File: config.mk
export PLATFORM = sky130hd
export DESIGN_NAME = voice_alloc
export DESIGN_NICKNAME = d
export VERILOG_FILES = /design/src/rtl/voice_alloc.sv
export SDC_FILE = /design/constraint.sdc
export NUM_CORES = 1
export LEC_CHECK = 0
export ABC_AREA = 1
export CORE_ASPECT_RATIO = 1.1
export CORE_MARGIN = 2
export CORE_UTILIZATION = 35
export CTS_CLUSTER_SIZE = 8
export DETAILED_ROUTE_END_ITERATION = 6
export PLACE_DENSITY = 0.53
export SLEW_MARGIN = 20
export SYNTH_ARGS = -nofsm -noshare
export SYNTH_HDL_FRONTEND = slang
export SYNTH_SLANG_ARGS = --single-unit
File: constraint.sdc
create_clock -name clk32 -period 2.3 [get_ports clk32]
set_input_delay 0.345 -clock clk32 [delete_from_list [all_inputs] [get_ports clk32]]
set_output_delay 0.345 -clock clk32 [all_outputs]
set_load 0.01 [all_outputs]
File: src/rtl/voice_alloc.sv
// Polyphonic voice allocator: maps MIDI note-on/off events onto NUM_VOICES slots by a serial scan.
// Optional feature: define VOICE_STEAL_EN to steal the oldest slot when a press finds no free slot.
module voice_alloc #(
  parameter int NUM_VOICES = 16,
  parameter int STAMP_W    = 8
) (
  input  logic       clk32,
  input  logic       rst,
  input  logic       note_pressed,
  input  logic       note_released,
  input  logic [6:0] note,
  input  logic [3:0] channel,
  input  logic [6:0] velocity,
  input  logic       voice_free,
  input  logic [7:0] voice_free_addr,
  output logic       o_note_pressed,
  output logic       o_note_released,
  output logic [6:0] o_note,
  output logic [3:0] o_channel,
  output logic [6:0] o_velocity,
  output logic [7:0] o_addr,
  output logic       busy,
  output logic       dropped
);

  localparam int AW = $clog2(NUM_VOICES);

  typedef struct packed {
    logic       rel;
    logic [6:0] note;
    logic [3:0] ch;
    logic [6:0] vel;
  } ev_t;

  typedef enum logic [1:0] {IDLE, SCAN, ISSUE} state_t;

  state_t                                state;
  logic [NUM_VOICES-1:0]                 active, released;
  logic [NUM_VOICES-1:0][6:0]            s_note;
  logic [NUM_VOICES-1:0][3:0]            s_ch;
  logic [NUM_VOICES-1:0][STAMP_W-1:0]    s_stamp;
  logic [STAMP_W-1:0]                    stamp_ctr, best_age, age;
  logic                                  buf_vld, found, pop, in_vld, free_ok, hit, do_issue;
  ev_t                                   buf_ev, cur, in_ev;
  logic [AW-1:0]                         idx, sel, steal_idx, free_idx, tgt;

  assign in_vld   = note_pressed | note_released;
  // A simultaneous press and release is treated as a press.
  assign in_ev    = '{rel: ~note_pressed, note: note, ch: channel, vel: velocity};
  assign pop      = (state == IDLE) && buf_vld;
  assign busy     = (state != IDLE) || buf_vld;
  assign free_ok  = voice_free && ({1'b0, voice_free_addr} < 9'(NUM_VOICES));
  assign free_idx = voice_free_addr[AW-1:0];
  assign age      = stamp_ctr - s_stamp[idx];
  assign hit      = cur.rel ? (active[idx] && !released[idx] &&
                               s_note[idx] == cur.note && s_ch[idx] == cur.ch)
                            : !active[idx];

`ifdef VOICE_STEAL_EN
  assign do_issue = found | ~cur.rel;
  assign tgt      = found ? sel : steal_idx;
`else
  assign do_issue = found;
  assign tgt      = sel;
`endif

  always_ff @(posedge clk32) begin
    if (rst) begin
      state           <= IDLE;
      active          <= '0;
      released        <= '0;
      s_note          <= '0;
      s_ch            <= '0;
      s_stamp         <= '0;
      stamp_ctr       <= '0;
      buf_vld         <= 1'b0;
      buf_ev          <= '0;
      cur             <= '0;
      idx             <= '0;
      sel             <= '0;
      steal_idx       <= '0;
      best_age        <= '0;
      found           <= 1'b0;
      o_note_pressed  <= 1'b0;
      o_note_released <= 1'b0;
      o_note          <= '0;
      o_channel       <= '0;
      o_velocity      <= '0;
      o_addr          <= '0;
      dropped         <= 1'b0;
    end else begin
      o_note_pressed  <= 1'b0;
      o_note_released <= 1'b0;
      dropped         <= 1'b0;

      if (free_ok) begin
        active[free_idx]   <= 1'b0;
        released[free_idx] <= 1'b0;
      end

      // One-deep buffer; a slot opens up in the same cycle it is popped.
      if (in_vld) begin
        if (!buf_vld || pop) begin
          buf_vld <= 1'b1;
          buf_ev  <= in_ev;
        end else begin
          dropped <= 1'b1;
        end
      end else if (pop) begin
        buf_vld <= 1'b0;
      end

      case (state)
        IDLE: if (buf_vld) begin
          cur       <= buf_ev;
          idx       <= '0;
          found     <= 1'b0;
          best_age  <= '0;
          steal_idx <= '0;
          state     <= SCAN;
        end
        SCAN: begin
          if (hit && !found) begin
            found <= 1'b1;
            sel   <= idx;
          end
          // Strict compare keeps the lowest index on equal ages.
          if (age > best_age) begin
            best_age  <= age;
            steal_idx <= idx;
          end
          if (idx == AW'(NUM_VOICES - 1)) state <= ISSUE;
          else                            idx   <= idx + 1'b1;
        end
        ISSUE: begin
          state <= IDLE;
          if (do_issue) begin
            o_note     <= cur.note;
            o_channel  <= cur.ch;
            o_velocity <= cur.vel;
            o_addr     <= 8'(tgt);
            if (cur.rel) begin
              o_note_released <= 1'b1;
              if (!(free_ok && free_idx == tgt)) released[tgt] <= 1'b1;
            end else begin
              // Written after the voice_free clear so a same-cycle claim wins.
              o_note_pressed <= 1'b1;
              active[tgt]    <= 1'b1;
              released[tgt]  <= 1'b0;
              s_note[tgt]    <= cur.note;
              s_ch[tgt]      <= cur.ch;
              s_stamp[tgt]   <= stamp_ctr;
              stamp_ctr      <= stamp_ctr + 1'b1;
            end
          end else begin
            dropped <= 1'b1;
          end
        end
        default: state <= IDLE;
      endcase
    end
  end

endmodule

Word-level counts from Yosys, hierarchy flattened:

Cells that the tools add are included.

* memories: 0
* output and inout port bits: 30
* logic and storage cells: 161
* memory bits (read-only): 0
* bits in latches: 0
* RAM bits: 0
* register bits: 283
* bits of input ports: 31

* shift operators: 0
* divide/modulo/power cells: 0
* bitwise gates (word level): 12
* multipliers: 0
* add/sub/neg operators: 1
* equal/unequal tests: 11
* reduce and logical (&&, ||, !) cells: 29
* multiplexer cells: 48
* magnitude comparators: 6

Operators with widths (number)
* 16-bit two-way mux: 11
* 112-bit bitwise mux: 1
* 64-bit bitwise mux: 1
* 16-bit bitwise AND: 3
* 16-bit NOT: 2
* 16-bit OR: 2
* 7-bit binary-select mux with 4-bit select: 1
* 7-bit demux with 4-bit select: 1
* 4-bit binary-select mux with 4-bit select: 1
* 4-bit demux with 4-bit select: 1
* 1-bit two-way mux: 16
* 4-bit two-way mux: 4
* 4-bit by 5-bit < comparator with 1-bit output (second input constant): 3
* 7-bit two-way mux: 2
* 2-bit AND reduction: 6
* 1-bit logical AND: 9
* 3-bit AND reduction: 3
* 1-bit binary-select mux with 4-bit select: 2
* 1-bit demux with 4-bit select: 2
* 4-bit equality test: 2
* 4-bit by 1-bit >= comparator with 1-bit output (second input constant): 2
* 8-bit by 5-bit < comparator with 1-bit output (second input constant): 1
* 2-bit inequality test (second input constant): 4
* 4-bit one-hot mux with 2 select lines: 1
* other kinds (16): 26

Logic depth before layout (Yosys ltp):

Gate-level depths: netlist (run 1).

* depth after elaboration: 13
* mapped depth: 18
* gate-level depth less buffers: 16

Worst setup path after synthesis (run 1):

OpenSTA, ideal clock, no wires.

* path type: reg2reg
* start: register idx[0]
* end: register sel[0]
* arrival: 1689 ps
* path slack: 496 ps
* clock period less this slack: 1804 ps
* required time: 2185 ps
* stages on the path, launching flop included: 18
* cells stage by stage: dfxtp_1 buf_6 buf_6 buf_6 nor2_1 nor2_1 o21ai_1 nand3_1 nand3_1 nand2_1 nand2_1 nand3_1 nor2_1 nand3_1 nand2_2 nand3_1 nand2_1 nor2_1

* word-level cells in the longest chain between the ends: 9
* elaborated cells on any way between the ends: 18

Ends and longest elaborated chain
* from (decl): line 45 `logic [AW-1:0] idx, sel, steal_idx, free_idx, tgt;`
* from (signal assigned): line 133 `else idx <= idx + 1'b1;`
* branches (longest 9 deep; another with 7-bit binary-select mux with 4-bit select)
* to (signal assigned): line 125 `sel <= idx;`
* to (decl): line 45

Several ways; the timed one is not identified. The select of a mux whose other input is x is not followed.
A chain may end at the register's enable or synchronous reset.

Worst setup path after layout (run 1):

* start: register idx[0]
* end: register sel[2]

* word-level cells in the longest chain between the ends: 9
* elaborated cells on any way between the ends: 18

Ends and longest elaborated chain
* branches (longest 6 deep; another with 7-bit binary-select mux with 4-bit select)
* 1-bit two-way mux (*): line 55 `assign hit = cur.rel ? (active[idx] && !released[idx] &&`
* 1-bit logical AND (*): line 123 `if (hit && !found) begin`
* 2-bit AND reduction (no line) (*)

Mark *: on every way between the ends. The select of a mux whose other input is x is not followed.

==> results of run 1 <==
power breakdown:
part           switching (mW)  internal [mW]  leakage [nW]  total, mW
combinational           0.763          0.428          3.13       1.19
clock                    2.14           3.15         0.525       5.29
sequential             0.0885           4.99          2.29       5.08
total                    2.99           8.57          5.94       11.6
routing by layer:
| metal | part of all wire [%] | routed length, µm | global-route usage, % | up-vias |
|---|---|---|---|---|
| li1 | - | - | - | 5942 |
| met1 | 46 | 18400 | 29.1 | 5488 |
| met2 | 48 | 19200 | 36.7 | 308 |
| met3 | 4.6 | 1860 | 2.85 | 66 |
| met4 | 2.2 | 903 | 6.23 | 0 |
| met5 | 0 | 0 | 0 | - |
kinds of logic after synthesis:
family | Yosys count
compound gates | 555
xor+xnor | 3
fa+ha+maj | 1
buf+inv | 353
flops | 283
other cells | 1
simple gates | 597
through the flow:
| stage | hold WS (ns) | total power [mW] |
|---|---|---|
| floorplan | 0.424 | 5.89 |
| global placement | 0.432 | 6.30 |
| detailed placement | 0.438 | 6.31 |
| CTS | 0.382 | 11.6 |
| global route | 0.409 | 12.0 |
| finish | 0.397 | 11.6 |
path summary, 6_finish.rpt:
path / from / to / slack (ns) / cells past startpoint
min: note[3] / buf_ev[14] / 0.40 / 3
max: idx[0] / sel[2] / 0.13 / 17
min reg2reg: s_note[98] / s_note[98] / 0.45 / 2
max reg2reg: idx[0] / sel[2] / 0.13 / 17
worst max-delay path, stage by stage, from the launching register on:
cell and delay, ns:
dfxtp_4 0.39, inv_6 0.17, buf_12 0.18, nand2_1 0.07, nand3_1 0.07, nand3_1 0.10, nand2_1 0.09, nand2_1 0.05
nand2_1 0.06, nand2_1 0.04, inv_1 0.12, nand3_1 0.13, nor2_2 0.16, nand3_4 0.14, nand2_4 0.11, nand3_1 0.06
nand2_1 0.08, nor2_1 0.04
final cells by class:
cell class,instances,area (µm²),share of cell area [%]
Sequential cell,283,5670,37.6
Multi-Input combinational cell,1161,5440,36.1
Timing Repair Buffer,137,1440,9.53
Clock buffer,42,1030,6.83
Inverter,221,840,5.57
Tap cell,481,602,3.99
Clock inverter,4,48.8,0.324
registers in the layout (all words and copies together) (netlist names), 2 cells and up:
signal      flops
active         16
buf_ev         19
cur            19
idx             4
o_addr          4
o_channel       4
o_note          7
o_velocity      7
released       16
s_ch           64
s_note        112
sel             4
state           2
cell usage after synthesis (all sizes together):
cell type | instances | share of area, %
a31oi | 13 | 0.65
dfxtp | 283 | 45
a211oi | 1 | 0.10
o31ai | 1 | 0.060
buf | 56 | 3.0
nand3 | 154 | 6.1
inv | 212 | 6.4
clkbuf | 76 | 2.3
and3 | 1 | 0.050
o211ai | 13 | 0.78
conb | 1 | 0.030
xnor2 | 2 | 0.14
o21ai | 282 | 11
ha | 1 | 0.10
nand2 | 278 | 8.3
a21oi | 245 | 9.8
xor2 | 1 | 0.070
or2 | 5 | 0.25
nand4 | 1 | 0.050
clkinv | 9 | 0.27
nor3 | 21 | 0.88
nor2 | 137 | 4.2
repair_timing:
action                     in CTS  in global routing
pin swaps                       1                  2
setup endpoints to repair       4                  5
cloned                          1                  2
setup buffers                   0                  1
resized for setup               1                 15
==> metrics, run 1 <==
WL/cell 17.3 µm; largest family of logic cells by synthesized area compound AO/OA/AOI/OAI gates; DP HPWL between 20000 and 30000 µm; Synth Area in Compound Gates 22.7%; worst-path maximum fanout 17; XOR/XNOR Fraction of Synth Area 0.210%; Core Footprint between 30000 and 40000 µm²; final instance count without filler cells 2329; H-tree levels 2; final hold vios 0; max frequency 462 MHz; Die H 203 µm; GP Congestion ~0.89; Post-Place Setup Slack 0.00523 ns; vias in the first global route 11175; Clock Path Buffers 3; sequential share of the synthesized area a little under half; Setup WS post-layout 0.135 ns; latest clock arrival within the worst-skew pair roughly 0.54 ns; fin crit period 2.17 ns; Hold Path Class input pin to flip-flop; Num Clock Sinks 283; adder and majority gate portion of the synthesized area less than 1%; WS Path Type flip-flop to flip-flop; DR DRC count 0; CP required 2.73 ns; Avg Cell Area, Syn 6.99 µm²; mux cell area share after synthesis 0%; Port Buffer Count 56; simple-gate share of the synthesized area ~20%; Initial Utilization a little over a third; P&R area growth vs syn 20.2%; routed vias roughly 12000; Die Wd 184 µm; pwr dens 767 nW/µm²; initial antenna violation count 0; first-iteration detailed-routing DRC count 746; Post-Syn Instances around 1800; clk slew on worst S/H paths approximately 0.050 ns; Leakage 5.94 nW; Site Rows 72; cts hold-fix bufs 0; grt total ovfl 0; # nets final between 1500 and 2000; number of I/O pins roughly 60; first-pass GRT wire length between 60000 and 70000 µm; commonest non-fill, non-tap cell in the layout dfxtp_1; Mapped Area 12500 µm²; placed instance area roughly 14000 µm²; Slew Limit Fails 0; Rel. slew slack 64.5%; Num CTS Buffers 41; remaining antenna violation count after routing 0; VDD IR max 471 µV; synthesized flop and latch total 283; Worst Setup Start Kind flip-flop; most frequent cells in the layout dfxtp_1 (281), nand2_1 (276), o21ai_0 (261); Worst Skew 0.0142 ns; run status complete, no violations; Fillers 3633; DIE AREA 37400 µm²; drt first pass iters 5; Slew @ Worst Pin approximately 0.53 ns; gr usage total around 22%; final setup fails 0; pin count of the biggest net entering global routing 62; vias per cell 5.07; cell area after layout roughly 15000 µm²; Distinct cells, synth 33; Worst Path Arrival between 2 and 3 ns; Antenna Cells 0; setup repair after global routing missed its margin false; Inst Count DP 2279; final setup TNS 0 ns; final WL between 40000 and 50000 µm; layout cells sized above 1 8.06%; Root Buffer clkbuf_16; CTS tree built; Max-cap violations 0; Worst Setup End Kind flip-flop; synth warn 0; final worst-path cycle share 94.1%; post-layout util between 40 and 50%
Note: power is estimated with default switching activity, not from simulation.
==> run 2, diff against run 1 <==
--- a/config.mk
+++ b/config.mk
@@ -11,7 +11,8 @@
 export CORE_UTILIZATION = 35
 export CTS_CLUSTER_SIZE = 8
 export DETAILED_ROUTE_END_ITERATION = 6
-export PLACE_DENSITY = 0.53
+export DONT_BUFFER_PORTS = 1
+export PLACE_DENSITY = 0.51
 export SLEW_MARGIN = 20
 export SYNTH_ARGS = -nofsm -noshare
 export SYNTH_HDL_FRONTEND = slang
==> run 2 against run 1 <==
Die area is the same. Via count shrank 0.95%. Final cell count shrank 1.0%. Cell area shrank 1.4%. Count of clock-buffer cells in the layout grew 4. Global-route usage grew 0.50 points. Worst setup slack lost 0.021 ns. First-iteration DRC count grew 33%. Sequential share of layout area grew 0.53 points. Sequential power is essentially flat. Non-clock buffer count shrank 26.
==> metrics, run 2 (same netlist as run 1, synthesis figures left out) <==
run status complete, no violations; remaining antenna violation count after routing 0; grt total ovfl 0; final WL 41200 µm; Worst Setup End Kind flip-flop; H-tree levels 2; drt first pass iters 7; max frequency 457 MHz; latest clock arrival within the worst-skew pair roughly 0.54 ns; vias in the first global route 11168; pin count of the biggest net entering global routing 75; vias per cell slightly above 5; first-pass GRT wire length 64500 µm; Rel. slew slack between 50% and 60%; final worst-path cycle share between 90% and 100%; Num Clock Sinks ~280; CP required 2.71 ns; DP HPWL 26400 µm; Slew @ Worst Pin 0.627 ns; Worst Skew between 0.02 and 0.025 ns; CTS tree built; Hold Path Class input pin to flip-flop; Pwr Total 11.7 mW; Die Wd about 180 µm; GP Congestion 0.825; Die H 203 µm; max reg flops 112; top layer in use met4; P&R area growth vs syn 18.5%; Max-cap violations 0; fin crit period 2.19 ns; biggest regs s_note x112, s_ch x64; gr usage total 22.3%; first-iteration detailed-routing DRC count approximately 1000; final setup fails 0; clk slew on worst S/H paths 0.05 ns; WS Path Type flip-flop to flip-flop; Worst Path Arrival ~2.6 ns; final setup TNS 0 ns; Core Footprint 35200 µm²; initial antenna violation count 0; setup repair after global routing missed its margin true; Initial Utilization 35.6%; routed wl met2 19500 µm; Root Buffer clkbuf_16; Worst Setup Start Kind flip-flop; area of the multi-input gates approximately 5500 µm²; largest register by flop count s_note; Site Rows 72; M1 WL 18300 µm; final hold vios 0; pwr dens 784 nW/µm²; WL/cell roughly 18 µm; Port Buffer Count 0; Slew Limit Fails 0; VDD IR max 538 µV; most frequent cells in the layout dfxtp_1 (281), nand2_1 (275), o21ai_0 (262); commonest non-fill, non-tap cell in the layout dfxtp_1; Num CTS Buffers a little over 40; Setup WS post-layout 0.114 ns; Fillers 3671; number of I/O pins just over 60; worst-path maximum fanout 10; Met3 Routed Length ~2300 µm; DIE AREA 37400 µm²; routed vias between 10000 and 15000; layout cells sized above 1 9.16%; register area between 5000 and 6000 µm²; Leakage 5.89 nW; DR DRC count 0; Post-Place Setup Slack -0.000152 ns; Antenna Cells 0; Clock Path Buffers 3; # nets final 1851
==> run 2: stage by stage <==
stage / cell area, µm² / utilization [%] / instances / hold WS [ns]
after floorplan: 12500 / - / 1796 / 0.424
after global placement: 13300 / 37.9 / 2227 / 0.418
after detailed placement: 13300 / 37.9 / 2227 / 0.419
after CTS: 14700 / 41.6 / 2296 / 0.000930
after global routing: 14900 / 42.2 / 2305 / 0.0361
final: 14900 / 42.2 / 2305 / 0.0193
==> run 2: report_power, final <==
part	internal [mW]	switching (mW)	total [mW]	leakage (nW)
clock network	3.28	2.10	5.38	0.542
registers	4.99	0.0906	5.08	2.29
logic	0.424	0.766	1.19	3.06
total	8.69	2.96	11.7	5.89
==> run 2: what timing repair did <==
action / 4_1_cts / 5_1_grt
endpoints found under the setup margin: 4 / 7
hold buffers: 20 / 0
endpoints found under the hold margin: 56 / 0
buffers inserted: 0 / 7
pin swaps: 0 / 7
gates cloned: 1 / 2
gates resized for setup: 1 / 27
==> run 2: worst max-delay path: stages (launching register included) <==
cell	delay [ns]
dfxtp_4	0.34
buf_6	0.13
buf_12	0.12
clkbuf_16	0.16
buf_6	0.14
nand2_1	0.07
o211ai_1	0.09
nand3_1	0.10
nand3_1	0.09
nand2_1	0.07
nand2_1	0.04
nand2_1	0.07
nand2_1	0.10
nor2_4	0.13
nand3_4	0.12
nand2_4	0.10
nand3_1	0.08
nand2_1	0.06
nor2_1	0.04
==> run 2: routing by layer <==
layer / up-vias / GRT usage [%]
li1: 5887 / -
met1: 5417 / 29.5
met2: 319 / 37.5
met3: 69 / 3.34
met4: 0 / 6.37
met5: - / 0
==> run 2: final timing paths <==
check,start,endpoint,slack (ns),cells past startpoint
worst max register to register,idx[0],sel[3],0.11,18
worst min-delay path,note_pressed,dropped,0.02,2
worst max-delay path,idx[0],sel[3],0.11,18
worst min register to register,s_note[98],s_note[98],0.45,2
==> run 2: layout make-up <==
cell class / count / share of cell area (%)
flip-flops and latches: 283 / 38.2
multi-input cells: 1161 / 36.8
repair buffers: 111 / 7.95
clock buffers: 46 / 7.32
inverters: 221 / 5.67
well taps: 481 / 4.05
clock inverters: 2 / 0.0926
==> run 3, diff against run 2 <==
--- a/config.mk
+++ b/config.mk
@@ -9,7 +9,6 @@
 export CORE_ASPECT_RATIO = 1.1
 export CORE_MARGIN = 2
 export CORE_UTILIZATION = 35
-export CTS_CLUSTER_SIZE = 8
 export DETAILED_ROUTE_END_ITERATION = 6
 export DONT_BUFFER_PORTS = 1
 export PLACE_DENSITY = 0.51
==> run 3 against run 2 <==
Utilization down 0.39 points. Die area stayed put. Total power is 1.2% lower. Flip-flop and latch count did not move. Count of clock-buffer cells in the layout decreased by 3. Sequential power about the same. Cell area fell by 0.92%.
==> metrics, run 3 (same netlist as run 1, synthesis figures left out) <==
Post-Place Setup Slack -0.000152 ns; Leakage 5.83 nW; area of the multi-input gates 5430 µm²; latest clock arrival within the worst-skew pair 0.57 ns; most frequent cells in the layout dfxtp_1 (281), nand2_1 (276), o21ai_0 (262); vias in the first global route roughly 11000; pwr dens 782 nW/µm²; Worst Setup End Kind flip-flop; number of I/O pins 61; Fillers 3697; # nets final between 1500 and 2000; fin crit period around 2.1 ns; Die Wd between 150 and 200 µm; max reg flops about 110; layout cells sized above 1 8.87%; Critical Path Start idx[0]; max frequency 469 MHz; first-iteration detailed-routing DRC count 950; run status complete, no violations; GP Congestion 0.825; P&R area growth vs syn 17.4%; remaining antenna violation count after routing 0; crit-path max cell delay 0.46 ns; Worst Setup Start Kind flip-flop; register area 5670 µm²; Core Footprint 35200 µm²; Num Clock Sinks 283; CP Cell Sequence inv_6, clkbuf_16, nand2_1, nand3_1, nand3_1, nand3_1, nand2_2, nand2_1, inv_2, nand3_1, nor2_2, nand3_2, nand2_4, nand3_1, nand2_1, nor2_1; Setup WS post-layout around 0.17 ns; H-tree levels 1; final WL around 41000 µm; setup repair after global routing missed its margin false; grt total ovfl 0; Worst Skew 0.0128 ns; final worst-path cycle share between 90% and 100%; first-pass GRT wire length ~64000 µm; Worst Path Arrival 2.59 ns; VDD IR max 589 µV; commonest non-fill, non-tap cell in the layout dfxtp_1; Rel. slew slack 57.4%; initial antenna violation count 0; pin count of the biggest net entering global routing 75; Clock Path Buffers 3; DR DRC count 0; clk slew on worst S/H paths 0.07 ns; biggest regs s_note x112, s_ch x64; placed instance area between 10000 and 15000 µm²; CP required 2.76 ns; cell area after layout around 15000 µm²; DIE AREA 37400 µm²; vias per cell 5.05; setup repair bufs after CTS 0; slowest library cell on the worst path dfxtp_4; worst-path maximum fanout 13; Antenna Cells 0; largest register by flop count s_note; routed vias 11642; WS Path Type flip-flop to flip-flop; Die H just over 200 µm; DP HPWL between 20000 and 30000 µm; most frequent CP cell nand3_1; gr usage total ~22%; final hold vios 0; r2r startpoint idx[0]; final setup fails 0; Max-cap violations 0; hold_sp rst; Root Buffer clkbuf_16; CTS tree built; Port Buffer Count 0; Num CTS Buffers 31; Slew Limit Fails 0; WL/cell 17.6 µm; Initial Utilization 35.6%; drt first pass iters 6; Hold Path Class input pin to flip-flop; Slew @ Worst Pin roughly 0.64 ns; Site Rows 72
-- run 3: cell types whose count changed in the layout (fill, tap and decap cells not counted), moves of 2 or more --
cell,delta
buf_12,-2
buf_4,-3
buf_6,-3
bufinv_16,+4
clkbuf_16,-13
clkbuf_8,+9
clkinv_2,+5
clkinvlp_4,+3
nand3_1,+3
nand3_2,-2
-- run 3: layer usage --
| metal | up-vias | track usage [%] | part of all wire (%) |
|---|---|---|---|
| li1 | 5863 | - | - |
| met1 | 5363 | 29.5 | 45 |
| met2 | 355 | 37.1 | 47 |
| met3 | 61 | 2.96 | 5.8 |
| met4 | 0 | 6.37 | 2.5 |
| met5 | - | 0 | 0 |
-- run 3: worst max-delay path, delay by kind of cell, from the launching register on --
family	cells	cell delay [ns]
buffers and inverters	3	0.37
flip-flops	1	0.46
AND/OR/NAND/NOR	13	1.18
-- run 3: what timing repair did --
item / in CTS / in global routing
endpoints found under the hold margin: 56 / 0
setup endpoints to repair: 4 / 7
gates cloned: 0 / 2
resized for setup: 1 / 11
pin swaps: 0 / 2
hold buffers: 21 / 0
-- run 3: final cells by class --
cell class	instances	area share, %
Clock inverter	14	1.28
Clock buffer	43	6.19
Timing Repair Buffer	104	7.37
Sequential cell	283	38.5
Multi-Input combinational cell	1161	36.9
Inverter	221	5.70
Tap cell	481	4.09
-- run 3: path summary, 6_finish.rpt --
kind              slack [ns]  cells after the start        to
setup reg to reg        0.17                     16    sel[3]
hold reg to reg         0.45                      2  s_ch[59]
setup / recovery        0.17                     16    sel[3]
hold / removal          0.05                      2  do_issue
-- run 3: per-stage QoR --
step                utilization [%]  std cells  total power, mW  setup TNS [ns]  hold slack, ns
floorplan                         -       1796             5.89               0           0.424
global placement               37.9       2227             6.22         -0.0131           0.418
detailed placement             37.9       2227             6.22       -0.000152           0.419
CTS                            41.6       2305             11.6               0          0.0392
global route                   41.8       2307             11.9               0          0.0589
finish                         41.8       2307             11.5               0          0.0536
-- run 3: power breakdown --
group	leakage, nW	switching (mW)	internal [mW]	total (mW)
registers	2.29	0.0989	4.98	5.08
clock network	0.538	2.12	3.21	5.32
logic	3.00	0.728	0.384	1.11
total	5.83	2.94	8.57	11.5
